===== src/rtl/raizing_eeprom93c46.sv =====
`default_nettype none
// raizing_eeprom93c46 -- 93C46-compatible 64x16 serial NVRAM responder with a parallel host port.
// Rev 1.0
module raizing_eeprom93c46 #(
  parameter int AW          = 6,
  parameter int DW          = 16,
  parameter int PROG_CYCLES = 4800,
  parameter int SYNC_STAGES = 2
) (
  input  logic          CLK,
  input  logic          RESET_N,
  input  logic          SCS,
  input  logic          SCLK,
  input  logic          SDI,
  output logic          SDO,
  output logic          BUSY,
  input  logic [AW-1:0] HOST_ADDR,
  input  logic [DW-1:0] HOST_DIN,
  input  logic          HOST_WE,
  output logic [DW-1:0] HOST_DOUT,
  output logic          DIRTY,
  input  logic          DIRTY_CLR
);
  localparam int CW    = $clog2(DW);
  localparam int PW    = $clog2(PROG_CYCLES);
  localparam int WORDS = 1 << AW;

  typedef enum logic [2:0] {S_IDLE, S_OPC, S_ADR, S_DIN, S_RDOUT, S_WAITCS, S_PROG} state_t;
  typedef enum logic [2:0] {C_READ, C_WRITE, C_ERASE, C_ERAL, C_WRAL, C_EWEN, C_EWDS} cmd_t;

  state_t                 state, state_n;
  cmd_t                   cmd, cmd_dec;
  logic [SYNC_STAGES-1:0] scs_q, sclk_q, sdi_q;
  logic                   sclk_d, scs_s, sdi_s, rise;
  logic [1:0]             op;
  logic [AW-1:0]          addr, adr_full, addr_inc;
  logic [DW-1:0]          shreg;
  logic [CW-1:0]          bitcnt;
  logic [PW-1:0]          prog_cnt;
  logic                   ewen, sdo, dirty, prog_enter;
  logic                   ser_we;
  logic [AW-1:0]          ser_addr;
  logic [DW-1:0]          ser_data;
  logic [DW-1:0]          mem [WORDS];

  always_ff @(posedge CLK or negedge RESET_N) begin
    if (!RESET_N) begin
      scs_q  <= '0;
      sclk_q <= '0;
      sdi_q  <= '0;
      sclk_d <= 1'b0;
    end else begin
      scs_q  <= {scs_q[SYNC_STAGES-2:0], SCS};
      sclk_q <= {sclk_q[SYNC_STAGES-2:0], SCLK};
      sdi_q  <= {sdi_q[SYNC_STAGES-2:0], SDI};
      sclk_d <= sclk_q[SYNC_STAGES-1];
    end
  end

  assign scs_s    = scs_q[SYNC_STAGES-1];
  assign sdi_s    = sdi_q[SYNC_STAGES-1];
  assign rise     = sclk_q[SYNC_STAGES-1] & ~sclk_d & scs_s;
  assign adr_full = {addr[AW-2:0], sdi_s};
  assign addr_inc = addr + AW'(1);

  // Opcode 00 is an extended command selected by the two address MSBs.
  always_comb begin
    cmd_dec = C_EWDS;
    case (op)
      2'b10:   cmd_dec = C_READ;
      2'b01:   cmd_dec = C_WRITE;
      2'b11:   cmd_dec = C_ERASE;
      default: begin
        case (adr_full[AW-1 -: 2])
          2'b11:   cmd_dec = C_EWEN;
          2'b10:   cmd_dec = C_ERAL;
          2'b01:   cmd_dec = C_WRAL;
          default: cmd_dec = C_EWDS;
        endcase
      end
    endcase
  end

  always_ff @(posedge CLK or negedge RESET_N) begin
    if (!RESET_N) state <= S_IDLE;
    else          state <= state_n;
  end

  always_comb begin
    state_n    = state;
    prog_enter = 1'b0;
    ser_we     = 1'b0;
    ser_addr   = addr;
    ser_data   = shreg;
    case (state)
      S_IDLE:   if (rise && sdi_s) state_n = S_OPC;
      S_OPC:    if (!scs_s) state_n = S_IDLE;
                else if (rise && bitcnt == CW'(1)) state_n = S_ADR;
      S_ADR: begin
        if (!scs_s) state_n = S_IDLE;
        else if (rise && bitcnt == CW'(AW-1)) begin
          case (cmd_dec)
            C_READ:          state_n = S_RDOUT;
            C_WRITE, C_WRAL: state_n = S_DIN;
            default:         state_n = S_WAITCS;
          endcase
        end
      end
      S_DIN:    if (!scs_s) state_n = S_IDLE;
                else if (rise && bitcnt == CW'(DW-1)) state_n = S_WAITCS;
      S_RDOUT:  if (!scs_s) state_n = S_IDLE;
      S_WAITCS: begin
        if (!scs_s) begin
          if (ewen && (cmd inside {C_WRITE, C_ERASE, C_ERAL, C_WRAL})) begin
            state_n    = S_PROG;
            prog_enter = 1'b1;
          end else begin
            state_n = S_IDLE;
          end
        end
      end
      S_PROG:   if (prog_cnt == PW'(PROG_CYCLES-1)) state_n = S_IDLE;
      default:  state_n = S_IDLE;
    endcase

    if (prog_enter && (cmd == C_WRITE || cmd == C_ERASE)) begin
      ser_we   = 1'b1;
      ser_data = (cmd == C_ERASE) ? {DW{1'b1}} : shreg;
    end
    // Bulk commands sweep the array one word per clock at the start of the busy period.
    if (state == S_PROG && (cmd == C_ERAL || cmd == C_WRAL) && prog_cnt < PW'(WORDS)) begin
      ser_we   = 1'b1;
      ser_addr = prog_cnt[AW-1:0];
      ser_data = (cmd == C_ERAL) ? {DW{1'b1}} : shreg;
    end
  end

  always_ff @(posedge CLK or negedge RESET_N) begin
    if (!RESET_N) begin
      cmd      <= C_READ;
      op       <= 2'b00;
      addr     <= '0;
      shreg    <= '0;
      bitcnt   <= '0;
      prog_cnt <= '0;
      ewen     <= 1'b0;
      sdo      <= 1'b1;
      dirty    <= 1'b0;
    end else begin
      if (prog_enter)     dirty <= 1'b1;
      else if (DIRTY_CLR) dirty <= 1'b0;

      case (state)
        S_IDLE: begin
          sdo      <= 1'b1;
          bitcnt   <= '0;
          prog_cnt <= '0;
        end
        S_OPC: begin
          if (!scs_s) sdo <= 1'b1;
          else if (rise) begin
            op     <= {op[0], sdi_s};
            bitcnt <= (bitcnt == CW'(1)) ? '0 : bitcnt + CW'(1);
          end
        end
        S_ADR: begin
          if (!scs_s) sdo <= 1'b1;
          else if (rise) begin
            addr   <= adr_full;
            bitcnt <= bitcnt + CW'(1);
            if (bitcnt == CW'(AW-1)) begin
              bitcnt <= '0;
              cmd    <= cmd_dec;
              if (cmd_dec == C_READ) begin
                sdo   <= 1'b0;
                shreg <= mem[adr_full];
              end
              if (cmd_dec == C_EWEN) ewen <= 1'b1;
              if (cmd_dec == C_EWDS) ewen <= 1'b0;
            end
          end
        end
        S_DIN: begin
          if (!scs_s) sdo <= 1'b1;
          else if (rise) begin
            shreg  <= {shreg[DW-2:0], sdi_s};
            bitcnt <= (bitcnt == CW'(DW-1)) ? '0 : bitcnt + CW'(1);
          end
        end
        S_RDOUT: begin
          if (!scs_s) sdo <= 1'b1;
          else if (rise) begin
            sdo    <= shreg[DW-1];
            shreg  <= {shreg[DW-2:0], 1'b0};
            bitcnt <= bitcnt + CW'(1);
            if (bitcnt == CW'(DW-1)) begin
              bitcnt <= '0;
              addr   <= addr_inc;
              shreg  <= mem[addr_inc];
            end
          end
        end
        S_WAITCS: begin
          sdo      <= 1'b1;
          prog_cnt <= '0;
        end
        S_PROG: begin
          prog_cnt <= prog_cnt + PW'(1);
          sdo      <= (state_n == S_IDLE) ? 1'b1 : ~scs_s;
        end
        default: sdo <= 1'b1;
      endcase
    end
  end

  // Serial commits take priority; a colliding host write is dropped.
  always_ff @(posedge CLK) begin
    if (ser_we)       mem[ser_addr]  <= ser_data;
    else if (HOST_WE) mem[HOST_ADDR] <= HOST_DIN;
  end

  always_ff @(posedge CLK or negedge RESET_N) begin
    if (!RESET_N) HOST_DOUT <= '0;
    else          HOST_DOUT <= mem[HOST_ADDR];
  end

  assign SDO   = sdo;
  assign BUSY  = (state == S_PROG);
  assign DIRTY = dirty;

endmodule
`default_nettype wire


===== config.mk =====
export PLATFORM = sky130hd
export DESIGN_NAME = raizing_eeprom93c46
export DESIGN_NICKNAME = d
export VERILOG_FILES = /design/src/rtl/raizing_eeprom93c46.sv
export SDC_FILE = /design/constraint.sdc
export NUM_CORES = 2
export LEC_CHECK = 0
export CORE_MARGIN = 2
export CORE_UTILIZATION = 50
export CTS_BUF_LIST = sky130_fd_sc_hd__clkbuf_4
export CTS_CLUSTER_DIAMETER = 30
export DETAILED_ROUTE_END_ITERATION = 16
export PLACE_DENSITY = 0.77
export SETUP_SLACK_MARGIN = 0.5
export SYNTH_ARGS = -nofsm -noshare
export SYNTH_HDL_FRONTEND = slang
export SYNTH_SLANG_ARGS = --single-unit

===== constraint.sdc =====
create_clock -name CLK -period 4.1 [get_ports CLK]
set_clock_uncertainty 0.05 [all_clocks]
set_input_delay 0.615 -clock CLK [delete_from_list [all_inputs] [get_ports CLK]]
set_output_delay 0.615 -clock CLK [all_outputs]
set_load 0.005 [all_outputs]

==> impl_metrics.ini <==
[clock_network]
cts_tree = built
cts_root_buffer = sky130_fd_sc_hd__clkbuf_4
ctsHtreeMaxLevel = 5
numCtsBuffers = 325
cts.path.max_buffers = 4
clk_pin_slew_worst_paths_ns = 0.06
cts.sink_count = 1097
worstSkewPairLatency_ns = 1.29

[global_routing]
gr-usage-all-layers_pct = 36.5
largest_net_degree_at_the_start_of_global_routing = 93
grt_first_pass_wirelength_mm = 311
grt_pass1_vias = 40900
antenna_found_initial = 16
grt_overflow = 0

[floorplan]
floorplan.die_area_mm2 = 0.123
area_of_the_core_mm2 = 0.120
die_w_um = 351
initial_core_util_pct = 50.3
design.portCount = 48
placementRows = 127
dieHeight_um = 351

[route]
drtPass1Iterations = 7
route.antenna.remaining_nets = 0
detail_route.iter0.violations = 8051
detail_route.wirelength_mm = 223
vias_per_cell = 7.40
drc_errors = 0
per_cell_routed_wire_length_um = 38.5
num_vias = 42800

[place]
pre_cts_ws_ns = 0.518
place.detailed.hpwl_mm = 156
placement.io_buffers = 47
gpl.final_weighted_congestion = 1.09

[critical_path]
required_ns = 5.27
most_used_cell_along_the_critical_path = sky130_fd_sc_hd__buf_4
critical_path.cell_chain = buf_4, and3_1, xor2_4, buf_4, nor2_1, buf_4, nand3_1, a21oi_1, or4_1, a41oi_1
critPathLaunchType = flip-flop
critPathLaunch = addr[2]
setup.worst_path.class = flip-flop to flip-flop
regToRegEndpoint = shreg[7]
regToRegStartpoint = addr[2]
critical-path-max-stage-delay_ns = 0.58
worstRegToRegCells = 10
timing.critical_path.slowest_stage_cell = sky130_fd_sc_hd__dfrtp_4
worst_ep_arrival_time_ns = 4.79
r2r_slack_ns = 0.48
worst_setup_path_end_kind = flip-flop
path_max_fanout = 15

[synthesis]
avgSynthCellArea_um2 = 17.0
synth_ff_type = sky130_fd_sc_hd__edfxtp_1
synth.area.mux_share_pct = 32.1
syn_nets = 3569
syn_inst = 3536
async_sr_flop_fraction_pct = 6.65
synth-warning-count = 0
synth_seq_cells = 1097
synth_compound_area_share_pct = 5.54
yosys.area_share.xor_xnor_pct = 0.171
post_synth_fa_ha_maj_area_fraction_pct = 0.0832
synthesis.area_mm2 = 0.0602
synth_top_family_by_area = multiplexers
synth_enable_flop_cells = 1024
ys_types = 77
post_synth_simple_gate_area_pct = 5.06
synth-seq-area-share_pct = 54.2

[sta]
hold_violations = 0
finalWorstSetupSlack_ns = 0.481
fin_hold_ws_ns = 0.259
fin_setup_tns_ns = 0
finalWorstPathRequiredPeriod_ns = 3.62
setup_repair_after_global_routing_missed_its_margin = false
clock.fmax_mhz = 276
finalMaxSlewViolations = 0
min_period_over_period_pct = 88.3
relSlewSlack_pct = 28.1
pin_slew_with_the_least_headroom_to_its_limit_ns = 1.08
final_setup_violation_count = 0

[cells_and_area]
drive_gt1_share_pct = 41.7
multi_input_area_mm2 = 0.0262
final_core_utilization_pct = 57.6
num-fill-cells = 8883
most-common-layout-cells = 1,024 x sky130_fd_sc_hd__edfxtp_1, 773 x sky130_fd_sc_hd__mux4_2, 431 x sky130_fd_sc_hd__clkbuf_4
layout_commonest_cell = sky130_fd_sc_hd__edfxtp_1
design.final.nets = 3966
syn2layout_area_growth_pct = 14.6
ff_latch_area_mm2 = 0.0326

[power_and_ir_drop]
p_leak_nw = 22.8
share_comb_of_total_power_pct = 8.2
power_per_standard_cell_area_mw_per_mm2 = 362
vdd_ir_drop_max_mv = 0.280
power.switching_fraction_pct = 24.6
p_seq_share_pct = 49.5
p_int_mw = 18.8
clock_power_share_pct = 42.3
total_switching_power_mw = 6.14
post-layout-total-power_mw = 24.9

[run]
max_cap_violations = 0

[worst_hold_path]
min-delay-path-class = primary input to flip-flop
min-delay-start = HOST_ADDR[3]
hold_path_end = HOST_DOUT[4]
hold_depth = 3

[outcome]
outcome = finished clean
power groups by stage:
stage	combinational (mW)	clock (mW)	sequential, mW
3_3_place_gp	1.94	0	12.6
2_1_floorplan	1.13	0	12.6
6_report	2.04	10.5	12.4
3_5_place_dp	1.95	0	12.6
4_1_cts	1.97	10.6	12.4
5_1_grt	2.07	11.3	12.4
metrics by stage:
stage,area [um2],instances
2_1_floorplan,60200,3536
3_3_place_gp,64600,5204
3_5_place_dp,64600,5204
4_1_cts,68800,5767
5_1_grt,68900,5778
6_report,68900,5784
area by class of cell:
type / instances / share of cell area [%]
tap: 1612 / 2.93
inverter: 11 / 0.0672
multi-input combinational: 2122 / 38.0
sequential: 1097 / 47.3
clock buffer: 431 / 4.69
timing repair buffer: 376 / 5.75
antenna: 13 / 0.0472
clock inverter: 122 / 1.19
cell usage after synthesis, drive strengths merged (6+ instances only):
library cell,n,area (um2)
a2111oi,6,58.8
a211oi,47,353
a21oi,70,350
a221oi,19,166
a22o,25,219
a22oi,43,323
a311oi,6,52.6
a31oi,39,244
a32o,9,90.1
a32oi,13,114
and2,10,62.6
and3,32,200
buf,222,1380
clkbuf,84,315
dfrtp,72,1800
edfxtp,1024,30700
inv,10,37.5
mux2,21,236
mux2i,167,1670
mux4,773,17400
nand2,288,1080
nand2b,6,37.5
nand3,77,385
nand4,16,100
nor2,147,552
nor2b,34,213
nor3,13,65.1
nor4,11,68.8
o211ai,8,60.1
o21ai,83,415
o221ai,10,87.6
o22a,16,140
o22ai,34,213
o31ai,7,52.6
o41ai,7,61.3
or3,6,37.5
logic make-up (layout without fill, tap and decap cells):
logic type	after synthesis	count (layout)
other	0	13
adder cells (fa/ha/maj)	4	4
XOR/XNOR	10	10
AO/OA/AOI/OAI	480	480
flip-flops	1097	1097
multiplexers	961	961
buffers and inverters	317	940
AND/OR/NAND/NOR	667	667
repair_timing:
item	CTS	global route
pin swaps	0	1
buffers inserted	3	3
gates resized for setup	11	15
hold buffers	7	0
gates cloned	0	1
endpoints found under the hold margin	77	0
endpoints found under the setup margin	34	579
registers in the layout, summed over array words and instances (netlist names):
signal	flops
HOST_DOUT	16
shreg	16
cmd	3
SDO	1
op	2
sclk_d	1
prog_cnt	13
scs_q	2
state	3
bitcnt	4
sdi_q	2
DIRTY	1
mem	1024
sclk_q	2
addr	6
ewen	1
worst max-delay path, delay by kind of cell, from the launching register on:
family	cells	cell delay [ns]
AND/OR/NAND/NOR	4	1.15
buffers and inverters	3	0.91
flip-flops	1	0.58
AO/OA/AOI/OAI	2	0.47
XOR/XNOR	1	0.37
layer usage:
layer	share of wire, %	wire length, um	global-route usage [%]	vias to the layer above
met5	0.065	145	0	-
li1	-	-	-	16200
met1	33	74300	48.1	21700
met2	42	93300	50.3	4296
met4	6.7	14900	19.8	18
met3	18	40100	16.7	674
how the worst max path moves through the flow:
| stage | endpoint | slack (ns) |
|---|---|---|
| finish | shreg[7] | 0.48 |
| CTS | BUSY | 0.52 |
| detailed placement | shreg[7] | 0.52 |
| global route | BUSY | 0.49 |
| floorplan | mem[0][0] | 0.97 |
| global placement | shreg[7] | 0.47 |
No activity file was read; power rests on OpenSTA's default activity.
